**src/rtl/radiation_sensor_pkg.sv**
```systemverilog
// radiation_sensor_pkg: command codes, error code, fsm states and response length sizing
package radiation_sensor_pkg;
  localparam logic [7:0] CMD_READ = 8'h01;
  localparam logic [7:0] CMD_CLEAR = 8'h02;
  localparam logic [7:0] CMD_READ_ALL = 8'h03;
  localparam logic [7:0] ERR_CODE = 8'hEE;
  typedef enum logic [2:0] {S_IDLE, S_RX_CMD, S_RX_ARG, S_BUILD, S_TX} state_t;
  function automatic int max_resp_len(input int n, input int b);
    return 2 + n * b;
  endfunction
endpackage

```
**src/rtl/event_counter.sv**
```systemverilog
// event_counter: rising-edge saturating counter with clear (clk, rst, pulse, clr -> count); clear with a coincident edge yields 1
module event_counter #(
  parameter int W = 16
) (
  input  logic         clk,
  input  logic         rst,
  input  logic         pulse,
  input  logic         clr,
  output logic [W-1:0] count
);
  logic prev;
  logic rise;
  assign rise = pulse & ~prev;
  always_ff @(posedge clk) begin
    if (rst) begin
      prev  <= 1'b0;
      count <= '0;
    end else begin
      prev  <= pulse;
      count <= clr ? W'(rise) : (rise && !(&count)) ? count + 1'b1 : count;
    end
  end
endmodule

```
**src/rtl/radiation_sensor_app.sv**
```systemverilog
// radiation_sensor_app: per-channel event counting, command decode and response/replay over the byte app_rx/app_tx interface (sensor_pulse, rx_* in; tx_data/tx_data_valid out; tx_req, resend_last in)
module radiation_sensor_app
  import radiation_sensor_pkg::*;
#(
  parameter int NUM_CHANNELS  = 4,
  parameter int COUNTER_BYTES = 2
) (
  input  logic                    clk,
  input  logic                    rst,
  input  logic [NUM_CHANNELS-1:0] sensor_pulse,
  input  logic                    rx_soc,
  input  logic                    rx_eoc,
  input  logic [7:0]              rx_data,
  input  logic                    rx_data_valid,
  input  logic                    rx_error,
  output logic [7:0]              tx_data,
  output logic                    tx_data_valid,
  input  logic                    tx_req,
  input  logic                    resend_last
);
  localparam int W  = 8 * COUNTER_BYTES;
  localparam int NB = NUM_CHANNELS * COUNTER_BYTES;
  localparam int IW = $clog2(max_resp_len(NUM_CHANNELS, COUNTER_BYTES));
  state_t state, state_n;
  logic [7:0] cmd, ch, last_cmd, last_ch, resp_byte, snap_byte;
  logic have_ch, bad_len, last_err, have_last, cur_err, ch_bad, eoc_ok, last_byte;
  logic [IW-1:0] idx;
  logic [W-1:0] counts [NUM_CHANNELS];
  logic [7:0] snap [NB];
  logic [NUM_CHANNELS-1:0] clr;
  int resp_len, pos;
  assign ch_bad  = !have_ch || ch >= 8'(NUM_CHANNELS);
  assign cur_err = bad_len | ((cmd == CMD_READ || cmd == CMD_CLEAR) ? ch_bad :
                              cmd == CMD_READ_ALL ? have_ch : 1'b1);
  assign eoc_ok  = state == S_RX_ARG && rx_eoc && !rx_error;
  for (genvar c = 0; c < NUM_CHANNELS; c++) begin : g_ch
    assign clr[c] = eoc_ok && cmd == CMD_CLEAR && !cur_err && ch == 8'(c);
    event_counter #(.W(W)) u_cnt (
      .clk   (clk),
      .rst   (rst),
      .pulse (sensor_pulse[c]),
      .clr   (clr[c]),
      .count (counts[c])
    );
  end
  always_comb begin
    resp_len  = last_err ? 2 : last_cmd == CMD_READ ? 2 + COUNTER_BYTES :
                last_cmd == CMD_CLEAR ? 2 : 1 + NB;
    pos       = last_cmd == CMD_READ_ALL ? int'(idx) - 1 :
                int'(last_ch) * COUNTER_BYTES + int'(idx) - 2;
    snap_byte = '0;
    for (int i = 0; i < NB; i++) if (i == pos) snap_byte = snap[i];
    resp_byte = idx == '0 ? (last_err ? ERR_CODE : last_cmd) :
                (idx == IW'(1) && (last_err || last_cmd != CMD_READ_ALL)) ?
                (last_err ? last_cmd : last_ch) : snap_byte;
    last_byte = int'(idx) == resp_len - 1;
  end
  assign tx_data_valid = state == S_TX;
  assign tx_data       = tx_data_valid ? resp_byte : '0;
  always_comb begin
    state_n = state;
    unique case (state)
      S_IDLE:   state_n = rx_soc ? S_RX_CMD : (resend_last && have_last) ? S_TX : S_IDLE;
      S_RX_CMD: state_n = rx_soc ? S_RX_CMD : rx_eoc ? S_IDLE : rx_data_valid ? S_RX_ARG : S_RX_CMD;
      S_RX_ARG: state_n = rx_soc ? S_RX_CMD : rx_eoc ? (rx_error ? S_IDLE : S_BUILD) : S_RX_ARG;
      S_BUILD:  state_n = S_TX;
      S_TX:     state_n = rx_soc ? S_RX_CMD : (tx_req && last_byte) ? S_IDLE : S_TX;
      default:  state_n = S_IDLE;
    endcase
  end
  always_ff @(posedge clk) state <= rst ? S_IDLE : state_n;
  always_ff @(posedge clk) begin
    if (rst) begin
      cmd       <= '0;
      ch        <= '0;
      have_ch   <= 1'b0;
      bad_len   <= 1'b0;
      last_cmd  <= '0;
      last_ch   <= '0;
      last_err  <= 1'b0;
      have_last <= 1'b0;
      idx       <= '0;
      for (int i = 0; i < NB; i++) snap[i] <= '0;
    end else begin
      if (state == S_RX_CMD && rx_data_valid) begin
        cmd     <= rx_data;
        have_ch <= 1'b0;
        bad_len <= 1'b0;
      end
      if (state == S_RX_ARG && rx_data_valid) begin
        if (have_ch) bad_len <= 1'b1;
        else begin
          ch      <= rx_data;
          have_ch <= 1'b1;
        end
      end
      if (state == S_BUILD) begin
        for (int c = 0; c < NUM_CHANNELS; c++)
          for (int i = 0; i < COUNTER_BYTES; i++)
            snap[c*COUNTER_BYTES+i] <= counts[c][8*(COUNTER_BYTES-1-i) +: 8];
        last_cmd  <= cmd;
        last_ch   <= ch;
        last_err  <= cur_err;
        have_last <= 1'b1;
      end
      idx <= (state == S_TX && state_n == S_TX) ? idx + IW'(tx_req) : '0;
    end
  end
endmodule

```
**config.mk**
```make
export PLATFORM = sky130hd
export DESIGN_NAME = radiation_sensor_app
export DESIGN_NICKNAME = d
export VERILOG_FILES = /design/src/rtl/radiation_sensor_pkg.sv /design/src/rtl/event_counter.sv /design/src/rtl/radiation_sensor_app.sv
export SDC_FILE = /design/constraint.sdc
export NUM_CORES = 1
export LEC_CHECK = 0
export CELL_PAD_IN_SITES_DETAIL_PLACEMENT = 2
export CELL_PAD_IN_SITES_GLOBAL_PLACEMENT = 2
export CORE_MARGIN = 4
export CORE_UTILIZATION = 43
export DETAILED_ROUTE_END_ITERATION = 16
export GPL_TIMING_DRIVEN = 0
export PLACE_DENSITY = 0.91
export SYNTH_ARGS = -nofsm -noshare
export SYNTH_HDL_FRONTEND = slang
export SYNTH_SLANG_ARGS = --single-unit
```
**constraint.sdc**
```tcl
create_clock -name clk -period 10.15 [get_ports clk]
set_input_delay 1.5225 -clock clk [delete_from_list [all_inputs] [get_ports clk]]
set_output_delay 1.5225 -clock clk [all_outputs]
set_load 0.005 [all_outputs]
```
# After elaboration in Yosys (flattened, before gate mapping)
# Memories as Yosys holds them, arrays and structs flattened.
# Index checks and enable logic that the tools add are counted.
# op_classes
addsub,9
n_lt_le_gt_ge,1
n_eq_ne,24
mux,57
bitwise_logic,19
n_reduce_logical,46
# op_table
cell,n
2-to-1 mux 8 bit,21
"== test 4 x 32 -> 1 bit, first input constant",4
"adder 16 x 1 -> 16 bit, second input constant",4
"== test 3 x 32 -> 1 bit, first input constant",2
AND reduction 16 bit,4
"== test 8 x 2 -> 1 bit, second input constant",6
"== test 2 x 32 -> 1 bit, first input constant",1
zero test 32 bit,1
2-to-1 mux 32 bit,1
"== test 8 x 1 -> 1 bit, second input constant",3
2-to-1 mux 1 bit,21
logical AND 1 bit,18
case mux 3 bit (5 select lines),1
2-to-1 mux 2 bit,6
2-to-1 mux 3 bit,4
2-to-1 mux 4 bit,3
"subtractor 10 x 2 -> 11 bit, second input constant",1
adder 9 x 4 -> 10 bit,1
OR reduction 2 bit,5
"subtractor 4 x 1 -> 5 bit, second input constant",2
OR 1 bit,9
"greater-or-equal comparator 8 x 3 -> 1 bit, second input constant",1
zero test 8 bit,1
"inequality test 8 x 2 -> 1 bit, second input constant",1
other kinds (14),35
# totals
register_bits,111
mem_bits_rw,64
mem_count,1
# memory_table
name,depth,word_bits,read_ports,rd_ports_with_merged_regs,wr,line,source
snap,8,8,8,0,8,radiation_sensor_app.sv:29,logic [7:0] snap [NB];

# Logic depth before layout (Yosys ltp)
# Gate-level depths: netlist of run 1.
# logic_depth
ltp_word,15
mapped_depth,18

# By module
# A second synthesis of run 1 with hierarchy kept.
# unflattened
cells_unflattened,1044
area_unflattened_um2,9572.9
# by_module_without_submodules
mod,instances,cells_per_inst,area_per_inst_um2,seq_area_each_um2
radiation_sensor_app,1,608,5854.4,2782.7
event_counter,4,109,929.6,340.3

# Worst setup path after synthesis of run 1
# No wires, ideal clock.
# synth_timing
path_type,reg-to-output
from,register idx[2]
to,output port tx_data[0]
arrival_time_ps,3590
slack_ps,5038
path_stages_with_launch,17
n_path_buf,1
cell_sequence,dfxtp_1 -> clkbuf_1 -> inv_1 -> ha_1 -> inv_1 -> ha_1 -> inv_1 -> fa_1 -> nand2b_1 -> a21oi_1 -> a211o_1 -> nor4b_1 -> nor3_1 -> nor4_4 -> a22oi_1 -> a211o_1 -> a21oi_1
# synth_via
elab_chain_len,15
# synth_lines
element,line,source
start: declaration,radiation_sensor_app.sv:27,logic [IW-1:0] idx;
start signal: assignment,radiation_sensor_app.sv:106,idx <= (state == S_TX && state_n == S_TX) ? idx + IW'(tx_req) : '0;
adder 9 x 4 -> 10 bit,radiation_sensor_app.sv:50,int'(last_ch) * COUNTER_BYTES + int'(idx) - 2;
subtractor 10 x 2 -> 11 bit,radiation_sensor_app.sv:50,
2-to-1 mux 32 bit,radiation_sensor_app.sv:49,pos = last_cmd == CMD_READ_ALL ? int'(idx) - 1 :
zero test 32 bit,radiation_sensor_app.sv:52,for (int i = 0; i < NB; i++) if (i == pos) snap_byte = snap[i];
2-to-1 mux 8 bit (8 in series),radiation_sensor_app.sv:52,
2-to-1 mux 8 bit,radiation_sensor_app.sv:54,(idx == IW'(1) && (last_err || last_cmd != CMD_READ_ALL)) ?
2-to-1 mux 8 bit *,radiation_sensor_app.sv:53,resp_byte = idx == '0 ? (last_err ? ERR_CODE : last_cmd) :
2-to-1 mux 8 bit *,radiation_sensor_app.sv:59,assign tx_data = tx_data_valid ? resp_byte : '0;
end: declaration,radiation_sensor_app.sv:16,"output logic [7:0] tx_data,"
# Mark *: on every way between the ends. The rest lies on a longest branch, timed or not.

# Final worst setup path of run 1
# layout_timing
from,register idx[2]
to,output port tx_data[1]
# Same word-level chain as after synthesis.

==> flow_metrics.py, run 1 <==
metrics = {
    "outcome": {
        "outcome": "completed",
    },
    "clock_tree": {
        "clkSinkCount": 175,
        "cts-buffers-inserted": 17,
        "cts-htree-levels": 4,
        "cts_setup_buffers": 0,
        "cts_buffer_depth": 2,
        "cts_tree": "built",
        "cts_root_buf": "clkbuf_16",
        "ctsResizeCount": 0,
        "clkLatencyLatePin_ns": 0.46,
        "cts_hold_buf": 0,
        "cts.reportedPaths.clkPinSlew_ns": 0.08,
    },
    "synthesis": {
        "yosysWarnings": 0,
        "syn_nets": 1005,
        "async_flop_share": 0,
        "ys_seq_area_frac": 0.461,
        "netlist_area_um2": 8990,
        "synth-edff-count": 64,
        "synth_cells": 962,
        "ys_ff_latch": 175,
        "synth_area_per_cell_um2": 9.34,
        "synth_ff_type": "dfxtp_1",
        "ys_types": 77,
    },
    "global_route": {
        "grt-ovfl-total": 0,
        "antenna_found_initial": 2,
        "grt_max_degree": 48,
        "grt_pass1_vias": 8876,
        "grtUsageTotal": 0.301,
        "grt_pass1_wl_mm": 54.2,
    },
    "sta": {
        "relSlewSlack": 0.354,
        "finalSetupViolCount": 0,
        "tns_ns": 0,
        "timing.fmax_mhz": 132,
        "maxSlewViolCount": 0,
        "worst_slew_pin_slew_ns": 0.969,
        "min_period_over_period": 0.745,
        "hold_viol": 0,
        "fin_skew_ns": 0.0200,
        "rsz0062_at_grt": "no",
        "fin_crit_ns": 7.57,
        "worst_slack_ns": 2.58,
    },
    "power": {
        "p_leak_nw": 3.61,
        "p_per_area_nw_per_um2": 143,
        "ir_drop_mv": 0.101,
    },
    "worst_setup_path": {
        "r2r_slack_ns": 6.59,
        "slowest_delay_ns": 0.59,
        "critPathSlowestCell": "nor4b_1",
        "worstSetupStartpointType": "flip-flop",
        "cp.required_ns": 8.63,
        "critPathKind": "flip-flop to output port",
        "end_kind": "output port",
        "cp_cell_sequence": "clkbuf_1, inv_1, ha_1, inv_1, ha_1, inv_1, fa_1, nand2b_1, a21oi_1, a211o_1, nor4b_1, nor3_1, nor4_4, a22oi_1, a211o_1, a21oi_1, clkdlybuf4s50_1",
        "cpMostUsedCell": "inv_1",
        "cp_top_family": "simple AND/OR/NAND/NOR gates",
        "crit_fanout": 10,
        "critical_path_arrival_ns": 6.04,
        "crit_buf_inv": 5,
    },
    "worst_hold_path": {
        "hold_path_class": "flip-flop to flip-flop",
    },
    "drt": {
        "avgViaCountPerCell": 6.21,
        "post_drt_wl_per_cell_um": 27.1,
        "vias": 8026,
        "drt-initial-drc-count": 682,
        "antenna_left": 0,
        "route.detailed.drc": 0,
        "dr.pass1.iters": 5,
        "finalWirelength_mm": 35.1,
    },
    "floorplan": {
        "die_h_um": 153,
        "num_rows": 52,
        "ioPinCount": 29,
        "die_area_um2": 23300,
        "core_area_um2": 20400,
        "initial_core_util": 0.441,
        "fp.dieW_um": 153,
    },
    "place": {
        "hpwl_mm": 24.0,
        "numPortBuffers": 27,
        "globalplace.congestion": 0.919,
        "dp_worst_setup_slack_ns": 3.56,
    },
    "finish": {
        "nFillCells": 2157,
        "drive_gt1_frac": 0.0675,
        "final_cell_mix": "dfxtp_1 (111), nor2_1 (100), nand2_1 (85)",
        "num-nets-final": 1052,
        "area_delta_synth_final_pct": 12.9,
        "final_util": 0.498,
        "final_common_cell": "dfxtp_1",
    },
    "run": {
        "cap_violations": 0,
    },
}
[stage by stage]
stage	power, mW	hold WS, ns	instance area, um2	instances
4_1_cts	1.45	0.498	10100	1292
3_3_place_gp	0.814	0.445	9590	1259
5_1_grt	1.49	0.522	10100	1292
3_5_place_dp	0.821	0.474	9610	1260
2_1_floorplan	0.790	0.431	8990	962
6_report	1.45	0.500	10100	1293
[area by class of cell]
cell class                 instances  area, um2  share of cell area
sequential                       175       4140               0.408
buffer                            40        180              0.0178
timing repair buffer              28        290              0.0286
clock buffer                      22        454              0.0448
clock inverter                    10       77.6             0.00764
inverter                          37        139              0.0137
tap                              270        338              0.0333
multi-input combinational        710       4520               0.446
antenna                            1       2.50            0.000247
[synthesized netlist by cell type, types with 12 or more instances]
cell type	count	share of area
edfxtp_1	64	0.21
clkbuf_1	26	0.011
nand2_1	85	0.036
xor2_1	31	0.030
nand3_1	26	0.014
and2_1	53	0.037
a22o_1	12	0.012
nor2_1	100	0.042
nor2b_1	30	0.021
xnor2_1	28	0.027
nand2b_1	13	0.0091
nor3_1	14	0.0078
and3_1	16	0.011
o21ai_0	50	0.028
a221oi_1	18	0.018
dfxtp_1	111	0.25
ha_1	22	0.031
mux2i_1	23	0.026
inv_1	36	0.015
nand4_1	16	0.011
a21oi_1	43	0.024
[registers in the layout (all words and copies together) (netlist names)]
name and flops:
bad_len 1, ch 8, cmd 8, g_ch.u_cnt.count 64, g_ch.u_cnt.prev 4, have_ch 1
have_last 1, idx 4, last_ch 8, last_cmd 8, last_err 1, snap 64
state 3
[kinds of logic after synthesis]
| kind of cell | Yosys count | synth area share |
|---|---|---|
| buffers and inverters | 77 | 0.0355 |
| flip-flops | 175 | 0.461 |
| multiplexers | 25 | 0.0281 |
| XOR/XNOR | 59 | 0.0575 |
| AO/OA/AOI/OAI | 188 | 0.141 |
| AND/OR/NAND/NOR | 415 | 0.244 |
| adder cells (fa/ha/maj) | 23 | 0.0329 |
[per-layer routing]
layer	global-route usage	part of all wire
met1	0.350	0.40
met2	0.533	0.51
met3	0.0562	0.046
met5	0	0
met4	0.142	0.048
[power breakdown]
| group | internal (mW) | switching [mW] | leakage (nW) |
|---|---|---|---|
| Clock | 0.325 | 0.314 | 0.263 |
| Combinational | 0.0195 | 0.0371 | 1.77 |
| Sequential | 0.739 | 0.0130 | 1.57 |
[worst min-delay path, cell delays in order, from the launching register on]
cell and delay [ns]:
dfxtp_1 0.32, nand2_1 0.07, a21oi_1 0.06
[worst paths after layout]
path	from	end	cells past startpoint
worst max register to register	ch[3]	g_ch[2].u_cnt.count[8]	9
worst min register to register	bad_len	bad_len	2
worst min-delay path	bad_len	bad_len	2
worst max-delay path	idx[2]	tx_data[1]	17
Note: power is estimated with default switching activity, not from simulation.
==> run 2: changes to the inputs <==
Settings changed: CORE_UTILIZATION 43 to 40, PLACE_DENSITY 0.91 to 0.85.
Clock period 10.15 ns to 7.17 ns, I/O delays scaled along.
==> run 2 against run 1 <==
- worst hold slack lost 0.0085 ns
- sequential power grew 41%
- via count decreased by 4.8%
- clock power is 45% higher
- final cell count rose by 0.62%
- die area grew 7.1%
- combinational power rose by 34%
- critical path depth is the same
==> flow_metrics.py, run 2 (synthesized netlist as in run 1, its figures left out) <==
metrics = {
    "floorplan": {
        "die_h_um": 158,
        "initial_core_util": 0.409,
        "ioPinCount": 29,
        "die_area_um2": 24900,
        "core_area_um2": 22000,
        "num_rows": 54,
        "fp.dieW_um": 158,
    },
    "global_route": {
        "grt_pass1_vias": 8341,
        "antenna_found_initial": 0,
        "grtUsageTotal": 0.255,
        "grt_max_degree": 47,
        "grt-ovfl-total": 0,
        "grt_pass1_wl_mm": 48.6,
    },
    "finish": {
        "diodes": 0,
        "drive_gt1_frac": 0.0705,
        "reg_top3": "g_ch.u_cnt.count (64), snap (64)",
        "final_cell_mix": "dfxtp_1 (111), nor2_1 (100), nand2_1 (85)",
        "num-nets-final": 1052,
        "area_delta_synth_final_pct": 13.4,
        "final_common_cell": "dfxtp_1",
        "nFillCells": 2327,
        "final_area_um2": 10200,
        "layout.cells.non_filler": 1301,
    },
    "clock_tree": {
        "clkSinkCount": 175,
        "cts-htree-levels": 4,
        "cts.reportedPaths.clkPinSlew_ns": 0.07,
        "clkLatencyLatePin_ns": 0.45,
        "cts_root_buf": "clkbuf_16",
        "cts_hold_buf": 0,
        "cts_tree": "built",
        "ctsResizeCount": 0,
        "cts-buffers-inserted": 17,
        "cts_buffer_depth": 2,
        "cts_setup_buffers": 0,
    },
    "place": {
        "globalplace.congestion": 0.876,
        "numPortBuffers": 27,
        "hpwl_mm": 22.4,
        "placedCellCount": 1270,
        "place_area_um2": 9630,
    },
    "sta": {
        "tns_ns": 0,
        "relSlewSlack": 0.364,
        "fin_skew_ns": 0.00970,
        "rsz0062_at_grt": "no",
        "min_period_over_period": 0.951,
        "maxSlewViolCount": 0,
        "finalSetupViolCount": 0,
        "fin_crit_ns": 6.82,
        "worst_slew_pin_slew_ns": 0.947,
        "hold_ws_ns": 0.492,
        "timing.fmax_mhz": 147,
        "hold_viol": 0,
    },
    "worst_setup_path": {
        "critical_path_arrival_ns": 5.75,
        "cp-startpoint": "idx[2]",
        "critPathKind": "flip-flop to output port",
        "cp.required_ns": 6.09,
        "crit_path_end": "tx_data[0]",
        "r2r_cells": 9,
        "r2r_end": "g_ch[2].u_cnt.count[7]",
        "r2r-start": "ch[3]",
        "worstSetupStartpointType": "flip-flop",
        "r2r_slack_ns": 3.76,
        "crit_fanout": 10,
        "end_kind": "output port",
    },
    "power": {
        "ir_drop_mv": 0.157,
        "p_leak_nw": 3.63,
        "p_per_area_nw_per_um2": 203,
    },
    "drt": {
        "dr.pass1.iters": 5,
        "vias": 7637,
        "drt-initial-drc-count": 557,
        "antenna_left": 0,
        "avgViaCountPerCell": 5.87,
        "finalWirelength_mm": 30.7,
        "route.detailed.drc": 0,
        "post_drt_wl_per_cell_um": 23.6,
    },
    "run": {
        "cap_violations": 0,
    },
    "outcome": {
        "outcome": "completed",
    },
    "worst_hold_path": {
        "hold_path_class": "flip-flop to flip-flop",
    },
}
## run 2: cell count changes in the layout (fill, tap and decap cells not counted), sizes merged
| cell | change |
|---|---|
| bufinv | +1 |
| clkbuf | -4 |
| clkinv | +1 |
| clkinvlp | -1 |
| diode | -1 |
| inv | +2 |
## run 2: final cells by class
cell class	count	area, um2	area share
clock inverters	13	125	0.0123
repair buffers	28	290	0.0285
multi-input cells	710	4520	0.444
clock buffers	18	439	0.0431
plain buffers	40	180	0.0177
inverters	37	139	0.0136
flip-flops and latches	175	4140	0.407
well taps	280	350	0.0344
## run 2: metrics by stage
| step | util | setup WS, ns | total power [mW] |
|---|---|---|---|
| 2_1_floorplan | - | 2.50 | 1.12 |
| 3_3_place_gp | 0.437 | 1.13 | 1.15 |
| 3_5_place_dp | 0.438 | 0.958 | 1.16 |
| 4_1_cts | 0.464 | 0.407 | 2.08 |
| 5_1_grt | 0.464 | 0.0431 | 2.13 |
| 6_report | 0.464 | 0.349 | 2.07 |
## run 2: critical path, cell delays in order, from the launching register on
cell and delay (ns):
dfxtp_1 0.32, clkbuf_1 0.39, inv_1 0.15, ha_1 0.30, inv_1 0.06, ha_1 0.19, inv_1 0.07, fa_1 0.45
nand2b_1 0.20, a21oi_1 0.18, a211o_1 0.32, nor4b_1 0.44, nor3_1 0.25, nor4_4 0.59, a22oi_1 0.21, a211o_1 0.35
a21oi_1 0.26, clkdlybuf4s50_1 0.56
## run 2: how the worst min path moves through the flow
stage	startpoint	endpoint	slack, ns	cells past startpoint
finish	bad_len	bad_len	0.49	2
floorplan	bad_len	bad_len	0.43	2
CTS	bad_len	bad_len	0.49	2
global placement	bad_len	bad_len	0.45	2
global route	bad_len	bad_len	0.50	2
detailed placement	bad_len	bad_len	0.48	2
## run 2: metal layers
layer	wire, um	vias to the layer above	global-route usage	share of wire
met1	13000	3879	0.317	0.42
met2	15500	181	0.450	0.51
li1	-	3514	-	-
met5	0	-	0	0
met4	904	0	0.0914	0.029
met3	1290	63	0.0369	0.042
## run 2: report_power, final
group          total [mW]  internal, mW  switching (mW)
sequential           1.06          1.05          0.0168
combinational      0.0761        0.0277          0.0484
clock               0.928         0.494           0.434
total                2.07          1.57           0.499
